**src/rtl/ofm_collector.sv**
```systemverilog
// Receive-side endpoint of the convolution OFM stream: captures one frame into a
// register file, tracks running max/sum, then drains it over valid/ready.
module ofm_collector #(
   parameter int DATA_W = 13,
   parameter int DEPTH  = 16,
   parameter int ADDR_W = 4
) (
   input  logic                     clk,
   input  logic                     rst,
   input  logic                     out_valid,
   input  logic [DATA_W-1:0]        Out_OFM,
   output logic                     rd_valid,
   input  logic                     rd_ready,
   output logic [DATA_W-1:0]        rd_data,
   output logic                     frame_done,
   output logic [DATA_W-1:0]        max_val,
   output logic [DATA_W+ADDR_W-1:0] sum_val,
   output logic                     busy,
   output logic                     err_ovf
);

   localparam int SUM_W = DATA_W + ADDR_W;
   localparam logic [ADDR_W-1:0] LAST = ADDR_W'(DEPTH - 1);

   typedef enum logic [1:0] {S_IDLE, S_CAPTURE, S_DRAIN} state_t;

   state_t              state_q, state_d;
   logic [ADDR_W-1:0]   wr_cnt_q, wr_cnt_d;
   logic [ADDR_W-1:0]   rd_ptr_q, rd_ptr_d;
   logic [DATA_W-1:0]   max_q, max_d;
   logic [SUM_W-1:0]    sum_q, sum_d;
   logic                done_q, done_d;
   logic                err_q, err_d;
   logic                wr_en;
   logic [DATA_W-1:0]   mem_q [DEPTH];

   always_ff @(posedge clk or posedge rst) begin
      if (rst) begin
         state_q  <= S_IDLE;
         wr_cnt_q <= '0;
         rd_ptr_q <= '0;
         max_q    <= '0;
         sum_q    <= '0;
         done_q   <= 1'b0;
         err_q    <= 1'b0;
      end else begin
         state_q  <= state_d;
         wr_cnt_q <= wr_cnt_d;
         rd_ptr_q <= rd_ptr_d;
         max_q    <= max_d;
         sum_q    <= sum_d;
         done_q   <= done_d;
         err_q    <= err_d;
      end
   end

   // Buffer contents are don't-care after reset, so no reset term here.
   always_ff @(posedge clk) begin
      if (wr_en) mem_q[wr_cnt_q] <= Out_OFM;
   end

   always_comb begin
      state_d  = state_q;
      wr_cnt_d = wr_cnt_q;
      rd_ptr_d = rd_ptr_q;
      max_d    = max_q;
      sum_d    = sum_q;
      done_d   = 1'b0;
      err_d    = err_q;
      wr_en    = 1'b0;
      case (state_q)
         S_IDLE: begin
            if (out_valid) begin
               wr_en    = 1'b1;
               wr_cnt_d = ADDR_W'(1);
               max_d    = Out_OFM;
               sum_d    = SUM_W'(Out_OFM);
               state_d  = S_CAPTURE;
            end
         end
         S_CAPTURE: begin
            if (out_valid) begin
               wr_en    = 1'b1;
               wr_cnt_d = wr_cnt_q + ADDR_W'(1);
               max_d    = (Out_OFM > max_q) ? Out_OFM : max_q;
               sum_d    = sum_q + SUM_W'(Out_OFM);
               if (wr_cnt_q == LAST) begin
                  done_d   = 1'b1;
                  wr_cnt_d = '0;
                  rd_ptr_d = '0;
                  state_d  = S_DRAIN;
               end
            end
         end
         S_DRAIN: begin
            if (out_valid) err_d = 1'b1;
            if (rd_ready) begin
               rd_ptr_d = rd_ptr_q + ADDR_W'(1);
               if (rd_ptr_q == LAST) state_d = S_IDLE;
            end
         end
         default: state_d = S_IDLE;
      endcase
   end

   assign rd_valid   = (state_q == S_DRAIN);
   assign rd_data    = rd_valid ? mem_q[rd_ptr_q] : '0;
   assign frame_done = done_q;
   assign max_val    = max_q;
   assign sum_val    = sum_q;
   assign busy       = (state_q != S_IDLE);
   assign err_ovf    = err_q;

endmodule

```
**config.mk**
```make
export PLATFORM = sky130hd
export DESIGN_NAME = ofm_collector
export DESIGN_NICKNAME = d
export VERILOG_FILES = /design/src/rtl/ofm_collector.sv
export SDC_FILE = /design/constraint.sdc
export NUM_CORES = 1
export LEC_CHECK = 0
export BUFFER_PORTS_ARGS = -buffer_cell sky130_fd_sc_hd__buf_2
export CORE_ASPECT_RATIO = 0.8
export CORE_MARGIN = 4
export CORE_UTILIZATION = 65
export CTS_BUF_LIST = sky130_fd_sc_hd__clkbuf_8
export DETAILED_ROUTE_END_ITERATION = 16
export PLACE_DENSITY = 0.9
export REMOVE_ABC_BUFFERS = 1
export SYNTH_ARGS = -nofsm -noshare
export SYNTH_HDL_FRONTEND = slang
export SYNTH_SLANG_ARGS = --single-unit
```
**constraint.sdc**
```tcl
create_clock -name clk -period 3.8 [get_ports clk]
set_clock_uncertainty 0.2 [all_clocks]
set_input_delay 0.19 -clock clk [delete_from_list [all_inputs] [get_ports clk]]
set_output_delay 0.19 -clock clk [all_outputs]
set_load 0.01 [all_outputs]
```
== Yosys cells after proc, flatten, opt, wreduce, memory -nomap -nowiden ==
Memory sizes are Yosys's and may differ from the RTL's.
Cells that the tools add are included.

* Memories: 1
* Word-level logic and storage cells: 61
* Memory bits (read-only): 0
* Memory bits (writable): 208
* Bits in registers: 42
* Bits in latches: 0
* Input port bits: 17

{| class="wikitable"
|+ Memory list
! name !! words !! width !! read ports !! clocked after Yosys merged registers in !! write ports !! line !! text
|-
| mem_q || 16 || 13 || 1 || 0 || 1 || 35 || <nowiki>logic [DATA_W-1:0] mem_q [DEPTH];</nowiki>
|}

* Add/sub/neg operators: 3
* Multiply operators: 0
* Bitwise logic cells: 0
* Reduce and logical (&&, ||, !) cells: 10
* Divide/modulo/power cells: 0
* Shifts and indexed selects: 0
* Eq/ne operators: 10
* Magnitude comparators: 1
* Mux-type cells: 29

{| class="wikitable"
|+ Operator list
! operator !! number
|-
| 13-bit 2-to-1 mux || 4
|-
| 17-bit 2-to-1 mux || 2
|-
| 17-bit case mux with 2 select lines || 1
|-
| 13-bit case mux with 2 select lines || 1
|-
| 4-bit 2-to-1 mux || 6
|-
| 17-bit by 13-bit adder with 17-bit output || 1
|-
| 4-bit case mux with 2 select lines || 2
|-
| 13-bit > comparator || 1
|-
| 2-bit 2-to-1 mux || 5
|-
| 4-bit by 1-bit adder with 4-bit output, second input constant || 2
|-
| 4-bit == test, second input constant || 2
|-
| 2-bit inequality test, second input constant || 4
|-
| 4-bit AND reduction || 2
|-
| 1-bit 2-to-1 mux || 7
|-
| 2-bit case mux with 3 select lines || 1
|-
| 2-bit nonzero test || 3
|-
| 5-bit AND reduction || 1
|-
| 2-bit by 1-bit inequality test with 1-bit output, second input constant || 2
|-
| 3-bit AND reduction || 1
|-
| 2-bit by 1-bit == test with 1-bit output, second input constant || 1
|-
| 2-bit == test, second input constant || 1
|-
| 2-bit zero test || 1
|-
| 2-bit AND reduction || 1
|-
| 2-bit OR reduction || 1
|}

== Logic depth before layout (Yosys ltp) ==
* Depth in word-level cells: 5
* Mapped depth: 10

== Worst setup path after synthesis ==
Ideal clock, no wire load.

* Kind: flip-flop to flip-flop
* Start point: register max_q[2], in the netlist max_val[2]
* End point: register max_q[1], in the netlist max_val[1]
* Data required time: 3,475 ps
* Arrival time: 2,225 ps
* Library setup time: 125 ps
* Period minus slack after synthesis: 2,550 ps
* Stages on the path, launching flop included: 10
* Path buffers: 1
* Slack: 1,250 ps
* Cells stage by stage: dfrtp_1 -> inv_1 -> ha_1 -> a21o_1 -> a21o_1 -> a211oi_1 -> o21ai_0 -> o21ai_1 -> buf_2 -> mux2_2

* Word-level cells in the longest chain between the ends: 3

{| class="wikitable"
|+ Ends and longest elaborated chain
! what !! line !! text
|-
| start: declaration || 30 || <nowiki>logic [DATA_W-1:0] max_q, max_d;</nowiki>
|-
| start signal: assignment || 50 || <nowiki>max_q <= max_d;</nowiki>
|-
| 13-bit > comparator || 85 || <nowiki>max_d = (Out_OFM > max_q) ? Out_OFM : max_q;</nowiki>
|-
| 2-bit inequality test (no line) || n/a ||
|-
| 4-bit AND reduction (no line) || n/a ||
|}

Every way passes these cells.
A chain may end at the register's enable or synchronous reset.

== Final worst setup path ==
* Start point: register rd_ptr_q[0]
* End point: output rd_data[11]

* Word-level cells in the longest chain between the ends: 2

{| class="wikitable"
|+ Ends and longest elaborated chain
! what !! line !! text
|-
| start: declaration || 29 || <nowiki>logic [ADDR_W-1:0] rd_ptr_q, rd_ptr_d;</nowiki>
|-
| start signal: assignment || 49 || <nowiki>rd_ptr_q <= rd_ptr_d;</nowiki>
|-
| memory 16 x 13 bit || n/a ||
|-
| 13-bit 2-to-1 mux || 107 || <nowiki>assign rd_data = rd_valid ? mem_q[rd_ptr_q] : '0;</nowiki>
|-
| end: declaration || 14 || <nowiki>output logic [DATA_W-1:0] rd_data,</nowiki>
|}

Every way passes these cells.

==> impl_metrics.yaml <==
timing:
  finalHoldViolations: 0
  rsz0062_at_grt: "false"
  tightest_slew_ns: 0.980
  post-route-min-period_ns: 3.46
  period_share_pct: 91.0
  slew_violations: 0
  setup_viol: 0
  fmax_mhz: 289
  fin_hold_ws_ns: 0.0563
  slew_headroom_pct: 34.7
worst_setup_path:
  endpoint_kind: "output pin"
  worstPathRequired_ns: 3.41
  worstPathMaxFanout: 31
  startpoint_type: "flop"
  worst_ep_arrival_time_ns: 3.07
  reg2reg_slack_ns: 1.15
  cp-endpoint: "rd_data[11]"
  crit_type: "flop to output pin"
  r2r_cells: 8
  regToRegStartpoint: "sum_val[0]"
  cp-startpoint: "rd_ptr_q[0]"
  reg2reg_to: "sum_val[12]"
final_layout:
  post_route_cells_drive_above_1_share_pct: 27.3
  instances_no_fill: 969
  design_area_mm2: 0.0122
  fin_nets: 776
  area_growth_pct: 13.5
  n_antenna_cell: 0
clock_tree:
  clockBufferDepth: 3
  h-tree-depth: 2
  cts_buffers: 38
  cts_tree: "yes"
  root_buffer: "clkbuf_8"
  cts-resized-gates: 0
  clkLatencyLatePin_ns: 0.54
  clk_pin_slew_ns: 0.06
  clock_sinks: 250
floorplanning:
  io_pins: 64
  start_util_pct: 67.3
  die_h_um: 123
  core_area_mm2: 0.0160
  die_x_um: 152
  die-area_mm2: 0.0187
  rows: 41
synth:
  synthCells: 623
  syn_area_mm2: 0.0108
  synth_warnings: 0
  synth_area_per_cell_um2: 17.3
  ys_top_cells_by_area: "edfxtp_1 58%, mux4_2 14%, dfrtp_1 9.8%, ha_1 3.6%, and2_1 1.5%"
  seq_area_frac_synth_pct: 67.8
  synth_top_area_share_pct: 58.0
  yosysTopAreaCell: "edfxtp_1"
  ys_seq_elements: 250
  ys_types: 43
detailed_routing:
  post_drt_wl_per_cell_um: 25.9
  vias_per_cell: 6.54
  dr.pass1.iters: 5
  totalWireLength_mm: 25.1
  vias: 6333
  antenna_left: 0
  drt_iter0_drc: 701
  drc: 0
run:
  maxCapViolations: 0
place:
  detailed_place.area_mm2: 0.0113
  gp_congestion: 0.890
  io_buffers: 63
  hpwl_mm: 15.9
  dp.cells: 887
grt:
  first_global_vias: 6570
  busiest_layer: "met2"
  antenna_found_initial: 1
  grt_start_max_net_pins: 43
  gr-total-overflow: 0
  grtUsageMet1_pct: 38.1
  use_met2_pct: 45.9
  grt_pass1_wl_mm: 38.7
  use_met3_pct: 7.28
  grt.total_usage_pct: 27.9
power:
  peakVddDrop_mv: 0.452
  total_power_mw: 7.59
  power_density_mw_per_mm2: 620
  leakage_nw: 4.46
  p_int_mw: 5.26
  combPwrFrac_pct: 23.7
  seq_power_share_pct: 47.9
  power_switching_mw: 2.32
  clkPwrFrac_pct: 28.4
  p_sw_share_pct: 30.6
min_path:
  worst_hold_path_type: "input port to flop"
run_status:
  status: "completed"
-- routing by layer --
layer  wire length [um]  share of wire (%)  up-vias
met5                 13              0.052        -
met4                515                2.1        2
met3               2480                9.9       45
met2              12400                 50      370
met1               9600                 38     3249
li1                   -                  -     2667
-- power by group through the flow --
stage / sequential, mW / combinational [mW] / clock, mW
2_1_floorplan: 3.68 / 1.11 / 0
3_3_place_gp: 3.64 / 1.65 / 0
3_5_place_dp: 3.68 / 1.76 / 0
4_1_cts: 3.63 / 1.79 / 2.17
5_1_grt: 3.67 / 1.98 / 2.32
6_report: 3.64 / 1.80 / 2.15
-- worst max-delay path, cell delays in order, from the launching register on --
cell and delay (ns):
dfrtp_4 0.81, buf_12 0.30, mux4_2 0.58, mux4_2 0.47, and2_1 0.17, buf_2 0.14
-- worst min path at each step --
stage                            from            end  depth (start not counted)
after floorplan            Out_OFM[0]    mem_q[0][0]                          0
after global placement            rst     max_val[1]                          3
after detailed placement          rst     max_val[1]                          3
after CTS                 Out_OFM[11]  mem_q[11][11]                          2
after global routing      Out_OFM[11]  mem_q[10][11]                          2
final                     Out_OFM[11]   mem_q[6][11]                          2
-- layout by cell type (no fill, tap or decap), drive strengths merged, types with 15 or more instances in the layout --
cell,n
ha,31
and2,26
o21ai,28
a21oi,25
clkbuf,41
dfrtp,42
edfxtp,208
dlygate4sd3,15
buf,75
nor2,22
mux4,65
inv,35
nand2,28
-- flip-flops by register name, indices dropped and copies added, names as in the netlist --
signal,count
err_ovf,1
frame_done,1
max_val,13
mem_q,208
rd_ptr_q,4
state_q,2
sum_val,17
wr_cnt_q,4
-- synthesized netlist by cell type --
cell / instances
a21oi_1: 25
mux4_2: 65
a211oi_1: 6
mux2i_1: 3
xor2_1: 6
edfxtp_1: 208
mux2_2: 12
nor3_1: 3
buf_1: 2
fa_1: 1
a21o_1: 10
nand2_1: 28
ha_1: 31
a41oi_2: 1
o21ai_0: 27
nand3_1: 10
o31ai_2: 1
clkbuf_2: 1
nor2_1: 22
o21bai_1: 1
a22o_1: 1
or4b_1: 1
clkbuf_1: 12
inv_1: 23
o21a_1: 1
and4_1: 3
o41ai_2: 1
xnor2_1: 7
or3_1: 5
and2_1: 26
o21ai_1: 1
nand2b_1: 2
a32o_1: 1
o211ai_1: 3
and3_1: 3
a31oi_1: 1
nor2b_1: 4
nand4_1: 7
buf_2: 9
buf_6: 2
nor3b_1: 3
o22ai_1: 2
dfrtp_1: 42
-- per-stage QoR --
step / setup WS (ns) / util, % / setup TNS [ns]
floorplan: -0.0538 / - / -0.700
global placement: 0.983 / 70.9 / 0
detailed placement: 0.861 / 70.9 / 0
CTS: 0.292 / 76.4 / 0
global route: 0.181 / 76.4 / 0
finish: 0.343 / 76.4 / 0
-- cell type report --
cell class	count	area, um2
flip-flops and latches	250	7300
inverters	23	86.3
repair buffers	90	581
clock buffers	41	564
multi-input cells	324	3260
fillers	899	3780
clock inverters	26	164
well taps	215	269
-- cell families (layout without fill, tap and decap cells) --
logic type / count (synthesis) / count (layout) / share of synthesized area (%)
compound gates: 82 / 82 / 4.69
xor+xnor: 13 / 13 / 1.06
flops: 250 / 250 / 67.8
simple gates: 117 / 117 / 5.62
mux: 80 / 80 / 15.1
fa+ha+maj: 32 / 32 / 3.79
buf+inv: 49 / 180 / 1.96
-- timing repair --
action	4_1_cts	5_1_grt
hold buffers	15	0
buffers inserted	0	0
endpoints found under the hold margin	239	0
Note: power is estimated with default switching activity, not from simulation.
